[src/rtl/frame_capture_pkg.sv]
// Shared BRAM state encoding and pixel packing used by the frame
// capture writer and the display read path.
package frame_capture_pkg;

    typedef enum logic [1:0] {
        BRAM_IDLE     = 2'b00,
        CAPTURE_FRAME = 2'b01,
        WRITING_FRAME = 2'b10,
        READING_FRAME = 2'b11
    } bram_state_e;

    // RGB888 {R,G,B} -> RGB332 {R[7:5],G[7:5],B[7:6]}
    function automatic logic [7:0] pack_rgb332(input logic [23:0] rgb);
        return {rgb[23:21], rgb[15:13], rgb[7:6]};
    endfunction

endpackage

[src/rtl/frame_capture.sv]
// Captures one frame of the post-processing RGB stream into the
// frame BRAM as RGB332, starting at the frame boundary after a request.
module frame_capture
    import frame_capture_pkg::*;
#(
    parameter int H_ACTIVE = 640,
    parameter int V_ACTIVE = 400,
    parameter int ADDR_W   = 18
) (
    input  logic              clk,
    input  logic              reset_n,
    input  logic              capture_req,
    input  logic [23:0]       pixel_in,
    input  logic              blank,
    input  logic              vsync,
    output logic              bram_we,
    output logic [ADDR_W-1:0] bram_addr,
    output logic [7:0]        bram_din,
    output logic [1:0]        bram_state,
    output logic              busy,
    output logic              capture_done,
    output logic              capture_err
);

    localparam int X_W = $clog2(H_ACTIVE + 1);
    localparam int Y_W = $clog2(V_ACTIVE + 1);
    localparam logic [X_W-1:0]    X_MAX     = X_W'(H_ACTIVE);
    localparam logic [Y_W-1:0]    Y_MAX     = Y_W'(V_ACTIVE);
    localparam logic [ADDR_W-1:0] LAST_ADDR = ADDR_W'(H_ACTIVE * V_ACTIVE - 1);

    bram_state_e       state_q, state_d;
    logic              vs_prev_q;
    logic [X_W-1:0]    x_q;
    logic [Y_W-1:0]    y_q;
    logic [ADDR_W-1:0] addr_q;
    logic              line_seen_q;

    logic vs_fall;
    logic in_win;
    logic pix_wr;
    logic last_wr;
    logic early_end;

    assign vs_fall   = vs_prev_q & ~vsync;
    assign in_win    = (x_q < X_MAX) && (y_q < Y_MAX);
    assign pix_wr    = (state_q == WRITING_FRAME) && !blank && in_win;
    assign last_wr   = pix_wr && (addr_q == LAST_ADDR);
    // A final write in the same cycle as vs_fall still completes cleanly.
    assign early_end = (state_q == WRITING_FRAME) && vs_fall && !last_wr;

    assign bram_state = state_q;

    always_comb begin
        state_d = state_q;
        unique case (state_q)
            BRAM_IDLE:     if (capture_req) state_d = CAPTURE_FRAME;
            CAPTURE_FRAME: if (vs_fall) state_d = WRITING_FRAME;
            WRITING_FRAME: if (last_wr || early_end) state_d = BRAM_IDLE;
            default:       state_d = BRAM_IDLE;
        endcase
    end

    always_ff @(posedge clk or negedge reset_n) begin
        if (!reset_n) begin
            state_q      <= BRAM_IDLE;
            vs_prev_q    <= 1'b1;
            x_q          <= '0;
            y_q          <= '0;
            addr_q       <= '0;
            line_seen_q  <= 1'b0;
            bram_we      <= 1'b0;
            bram_addr    <= '0;
            bram_din     <= '0;
            busy         <= 1'b0;
            capture_done <= 1'b0;
            capture_err  <= 1'b0;
        end else begin
            state_q      <= state_d;
            vs_prev_q    <= vsync;
            busy         <= (state_d != BRAM_IDLE);
            bram_we      <= pix_wr;
            capture_done <= last_wr || early_end;

            if (state_q == BRAM_IDLE && capture_req) begin
                capture_err <= 1'b0;
            end else if (early_end) begin
                capture_err <= 1'b1;
            end

            if (state_q == CAPTURE_FRAME && vs_fall) begin
                x_q         <= '0;
                y_q         <= '0;
                addr_q      <= '0;
                line_seen_q <= 1'b0;
            end else if (state_q == WRITING_FRAME) begin
                if (pix_wr) begin
                    bram_addr <= addr_q;
                    bram_din  <= pack_rgb332(pixel_in);
                    addr_q    <= addr_q + 1'b1;
                end
                if (!blank) begin
                    line_seen_q <= 1'b1;
                    if (x_q != X_MAX) x_q <= x_q + 1'b1;
                end else if (line_seen_q) begin
                    // first blank cycle after an active run closes the line
                    line_seen_q <= 1'b0;
                    x_q         <= '0;
                    if (y_q != Y_MAX) y_q <= y_q + 1'b1;
                end
            end
        end
    end

endmodule

[config.mk]
export PLATFORM = sky130hd
export DESIGN_NAME = frame_capture
export DESIGN_NICKNAME = d
export VERILOG_FILES = /design/src/rtl/frame_capture_pkg.sv /design/src/rtl/frame_capture.sv
export SDC_FILE = /design/constraint.sdc
export NUM_CORES = 1
export LEC_CHECK = 0
export BUFFER_PORTS_ARGS = -buffer_cell sky130_fd_sc_hd__clkbuf_2
export CAP_MARGIN = 20
export CORE_MARGIN = 5
export CORE_UTILIZATION = 54
export CTS_BUF_LIST = sky130_fd_sc_hd__clkbuf_2 sky130_fd_sc_hd__clkbuf_4 sky130_fd_sc_hd__clkbuf_8
export DETAILED_ROUTE_END_ITERATION = 10
export GPL_TIMING_DRIVEN = 0
export HOLD_SLACK_MARGIN = 0.05
export PLACE_DENSITY_LB_ADDON = 0.3
export REMOVE_ABC_BUFFERS = 1
export SLEW_MARGIN = 20
export SYNTH_ARGS = -nofsm -noshare
export SYNTH_HDL_FRONTEND = slang
export SYNTH_SLANG_ARGS = --single-unit
[constraint.sdc]
create_clock -name clk -period 4.85 [get_ports clk]
set_input_delay 0.97 -clock clk [delete_from_list [all_inputs] [get_ports clk]]
set_output_delay 0.97 -clock clk [all_outputs]
set_load 0.02 [all_outputs]
Yosys cells after proc, flatten, opt, wreduce, memory -nomap -nowiden --
Index checks and enable logic that the tools add are counted.
Cells by class: add/sub/neg operators 3, multiply operators 0, divide/modulo/power cells 0, order comparisons 2, equal/unequal tests 6, shift-type cells 0, multiplexer cells 22, bitwise gates (word level) 3, reductions and logical operators 24
Operators with widths (number):
- $mux 18 | 3
- $mux 10 | 5
- $mux 9 | 5
- $add 18x1->18 const B | 1
- $eq 18x18->1 const B | 1
- $reduce_bool 2->1 | 7
- $add 10x1->10 const B | 1
- $lt 10x10->1 const B | 1
- $ne 10x10->1 const B | 1
- $add 9x1->9 const B | 1
- $lt 9x9->1 const B | 1
- $ne 9x9->1 const B | 1
- $logic_and 1x1->1 | 8
- $mux 2 | 3
- $pmux 2 s3 | 1
- $reduce_and 3->1 | 2
- $mux 1 | 5
- $reduce_and 4->1 | 1
- $ne 3x1->1 const B | 1
- $reduce_bool 3->1 | 1
- $eq 2x1->1 const B | 1
- $eq 2x2->1 const B | 1
- $logic_not 1->1 | 2
- $logic_not 2->1 | 1
- 4 further kinds | 5
Storage, ports and cells: register bits after elaboration 71, latch bits 0, bits in writable memories 0, bits in read-only memories 0, bits of input ports 29, memories kept 0

Logic depth before layout (Yosys ltp) --
word-level depth 10, depth in mapped cells 7, mapped depth without buffers 6

Least setup slack after synthesis --
No wires, ideal clock.
kind input -> register, start input blank, end register bram_din[2], library setup time 0.125 ns, arrival 2.029 ns, required time 4.725 ns, path slack 2.696 ns, stages 5, path buffers 1, cells stage by stage nor3b_4 -> nand3_1 -> inv_1 -> buf_4 -> mux2_2
On the way: longest elaborated chain between the ends 4
Ends and longest elaborated chain:
- start, declared | RTL line frame_capture.sv:14 | input logic blank,
- $logic_not 1->1
- $logic_and 1x1->1 (2 in a row) | RTL line frame_capture.sv:46 | assign pix_wr = (state_q == WRITING_FRAME) && !blank && in_win;
- named net pix_wr | RTL line frame_capture.sv:40 | logic pix_wr;
- $reduce_and 3->1 (no source line)
- end signal, assigned | RTL line frame_capture.sv:98 | bram_din <= pack_rgb332(pixel_in);
- end, declared | RTL line frame_capture.sv:18 | output logic [7:0] bram_din,
The timed path passes the listed nets, and every way through them passes these cells. A chain may end at the register's enable or synchronous reset.

Worst setup path in the final report --
start input vsync, end register y_q[1]
On the way: longest elaborated chain between the ends 5
Ends and longest elaborated chain:
- start, declared | RTL line frame_capture.sv:15 | input logic vsync,
- $not 1->1 * | RTL line frame_capture.sv:44 | assign vs_fall = vs_prev_q & ~vsync;
- $and 1x1->1 * | RTL line frame_capture.sv:44
- $logic_and 1x1->1 * | RTL line frame_capture.sv:90 | if (state_q == CAPTURE_FRAME && vs_fall) begin
- $reduce_bool 2->1 (no source line)
- $reduce_and 4->1 (no source line)
- end signal, assigned | RTL line frame_capture.sv:108 | if (y_q != Y_MAX) y_q <= y_q + 1'b1;
- end, declared | RTL line frame_capture.sv:34 | logic [Y_W-1:0] y_q;
Mark *: on every way between the ends. The rest lies on a longest branch, timed or not.

==> impl_results.md <==
* Die ar. at 7960 um2
* CTS max path bufs at 2
* Nets at 385
* Critical Path RT at 5080 ps
* CTS tree: yes
* Drt first-iter violations at 192
* Top cells by count, synth: dfrtp_1, nand2_1, a21oi_1, mux2_2, o21ai_0
* Fin util at 64.5%
* DR pass1 iterations at 4
* Final worst setup slack at 2230 ps
* Die X at 89.2 um
* Synthesized area per cell at 11.0 um2
* Vias in the first global route at 2554
* GRT overflow at 0
* Largest fanout on the critical path at 14
* Register area share after synthesis at 52.4%
* Routed len/inst at 15.5 um
* CTS Buf Count at 9
* Fin. max-slew vios at 0
* Synth area leaders: dfrtp_1, mux2_2, o31ai_1
* Top-count cell post-synth: dfrtp_1
* Die height at 89.2 um
* Final Power at 0.00157 W
* CP Class: in2reg
* Total Neg Setup Slack at 0 ps
* Power Density at 403 nW/um2
* Netlist cell types at 45
* Layout cell share with drive strength beyond 1 at 26.4%
* Largest net degree at the start of global routing at 39
* Share of the synthesized area in the top cell type at 51.7%
* Starting Density at 56.3%
* Core Box Area at 6030 um2
* RSZ-0062 raised after global routing: no
* Hold crit path type: reg2reg
* P_leak at 1.79 nW
* Via Count at 2553
* CTS sink count at 71
* Fin crit share at 54.1%
* Post-CTS resize count at 0
* GPL Wtd Cong at 0.801
* Max-cap viol count at 0
* Worst-Skew Late Latency at 350 ps
* Max Fclk at 381 MHz
* Post-synth top area cell: dfrtp_1
* CTS hold repair buffers at 0
* # Post-CTS Setup Buffers at 0
* Final hold viol count at 0
* Global-route wire length before repair at 11.7 mm
* Final setup violation count at 0
* Detailed Route WL at 6.68 mm
* Post-Syn Area at 3390 um2
* Worst Path Arrival at 2860 ps
* Number of flops mapped to enable cells by yosys at 0
* DRC viols at 0
* Num rows at 28
* Pre-CTS WS at 1400 ps
* YS warnings at 0
* Clock edge transition at the registers on the reported setup and hold paths at 80 ps
* Total GRT Usage at 19.0%
* Top-Level Pins at 61
* Worst slew pin tran at 1010 ps
* Vias per cell at 5.92
* Post-synth ARST share at 100%
* Crit. End Element: flop
* Final clock skew at 7.97 ps
* Final ANT Viol Nets at 0
* Rel. slew slack at 32.4%
* Status: complete, no violations
* H-tree depth at 3
* DPL Wire Length at 4.57 mm
* Gate Count Post-Synth at 307
* CP Launch Type: input port
* P&R area growth vs syn at 14.6%
* Initial antenna violation count at 0
* Fin crit period at 2620 ps
* Register bit total from synthesis at 71
* Max VDD drop at 0.370 mV
* I/O Buffers at 44
* Primary FF master, synth: dfrtp_1
* Diodes inserted at 0
* Clock Tree Root: clkbuf_8
-- per-stage QoR --
| stage | area (um2) | cells | hold WS [ps] |
|---|---|---|---|
| after floorplan | 3320 | 294 | 466 |
| after detailed placement | 3680 | 415 | 462 |
| after global placement | 3630 | 413 | 462 |
| after global routing | 3880 | 431 | 510 |
| final | 3880 | 431 | 484 |
| after CTS | 3880 | 431 | 487 |
-- registers in the layout (all words and copies together), names as in the netlist, 2 cells and up --
register	cells
addr_q	18
bram_addr	18
bram_din	8
bram_state	2
x_q	10
y_q	9
-- cells by family (layout without fill, tap and decap cells) --
group / Yosys count / in the layout / share of synthesized area [%]
AO/OA/AOI/OAI: 72 / 72 / 13.7
flip-flops: 71 / 71 / 52.4
XOR/XNOR: 8 / 8 / 2.07
adder cells (fa/ha/maj): 5 / 5 / 1.85
AND/OR/NAND/NOR: 102 / 102 / 18.5
buffers and inverters: 24 / 73 / 3.32
multiplexers: 25 / 25 / 8.19
-- final cells by class --
| type | count | area, um2 |
|---|---|---|
| fill | 470 | 2140 |
| multi-input combinational | 212 | 1520 |
| timing repair buffer | 46 | 250 |
| inverter | 11 | 41.3 |
| clock buffer | 11 | 145 |
| sequential | 71 | 1780 |
| tap | 75 | 93.8 |
| clock inverter | 5 | 56.3 |
-- path summary, 6_finish.rpt --
path	from	endpoint	slack, ps	cells after the start
hold reg to reg	bram_addr[13]	bram_addr[13]	480	2
setup / recovery	vsync	y_q[1]	2230	5
hold / removal	bram_addr[13]	bram_addr[13]	480	2
setup reg to reg	bram_state[1]	bram_din[2]	2420	4
max in group asynchronous	reset_n	addr_q[7]	3690	2
min in group asynchronous	reset_n	x_q[7]	600	1
-- power breakdown --
part           switching [W]  internal (W)  total (W)  leakage, nW
registers          0.0000765      0.000673   0.000749        0.963
logic               0.000201      0.000134   0.000334        0.724
clock network       0.000226      0.000257   0.000484        0.103
total               0.000503       0.00106    0.00157         1.79
-- worst max-delay path, stage by stage --
cell       delay, ps
clkbuf_2         140
nand4bb_1        640
o21ai_1          710
a21oi_1          150
a41o_1           240
-- routing by layer --
layer  track usage [%]  wire length (um)
met3              5.16               346
met2              29.5              3060
met4              8.93               121
met5                 0                 0
met1              24.9              3150
-- cell usage in the layout (no fill, tap or decap), types with 4 or more instances in the layout --
master / n
nor2_1: 11
and3_1: 5
nand3_1: 8
clkbuf_8: 10
a21oi_1: 22
or3_1: 6
o21ai_0: 16
nand2_1: 24
or4_1: 12
mux2_2: 22
ha_1: 5
inv_1: 11
xor2_1: 6
clkbuf_2: 43
dfrtp_1: 70
o31ai_1: 16
o211ai_1: 4
nand4_1: 11
No activity file was read; power rests on OpenSTA's default activity.
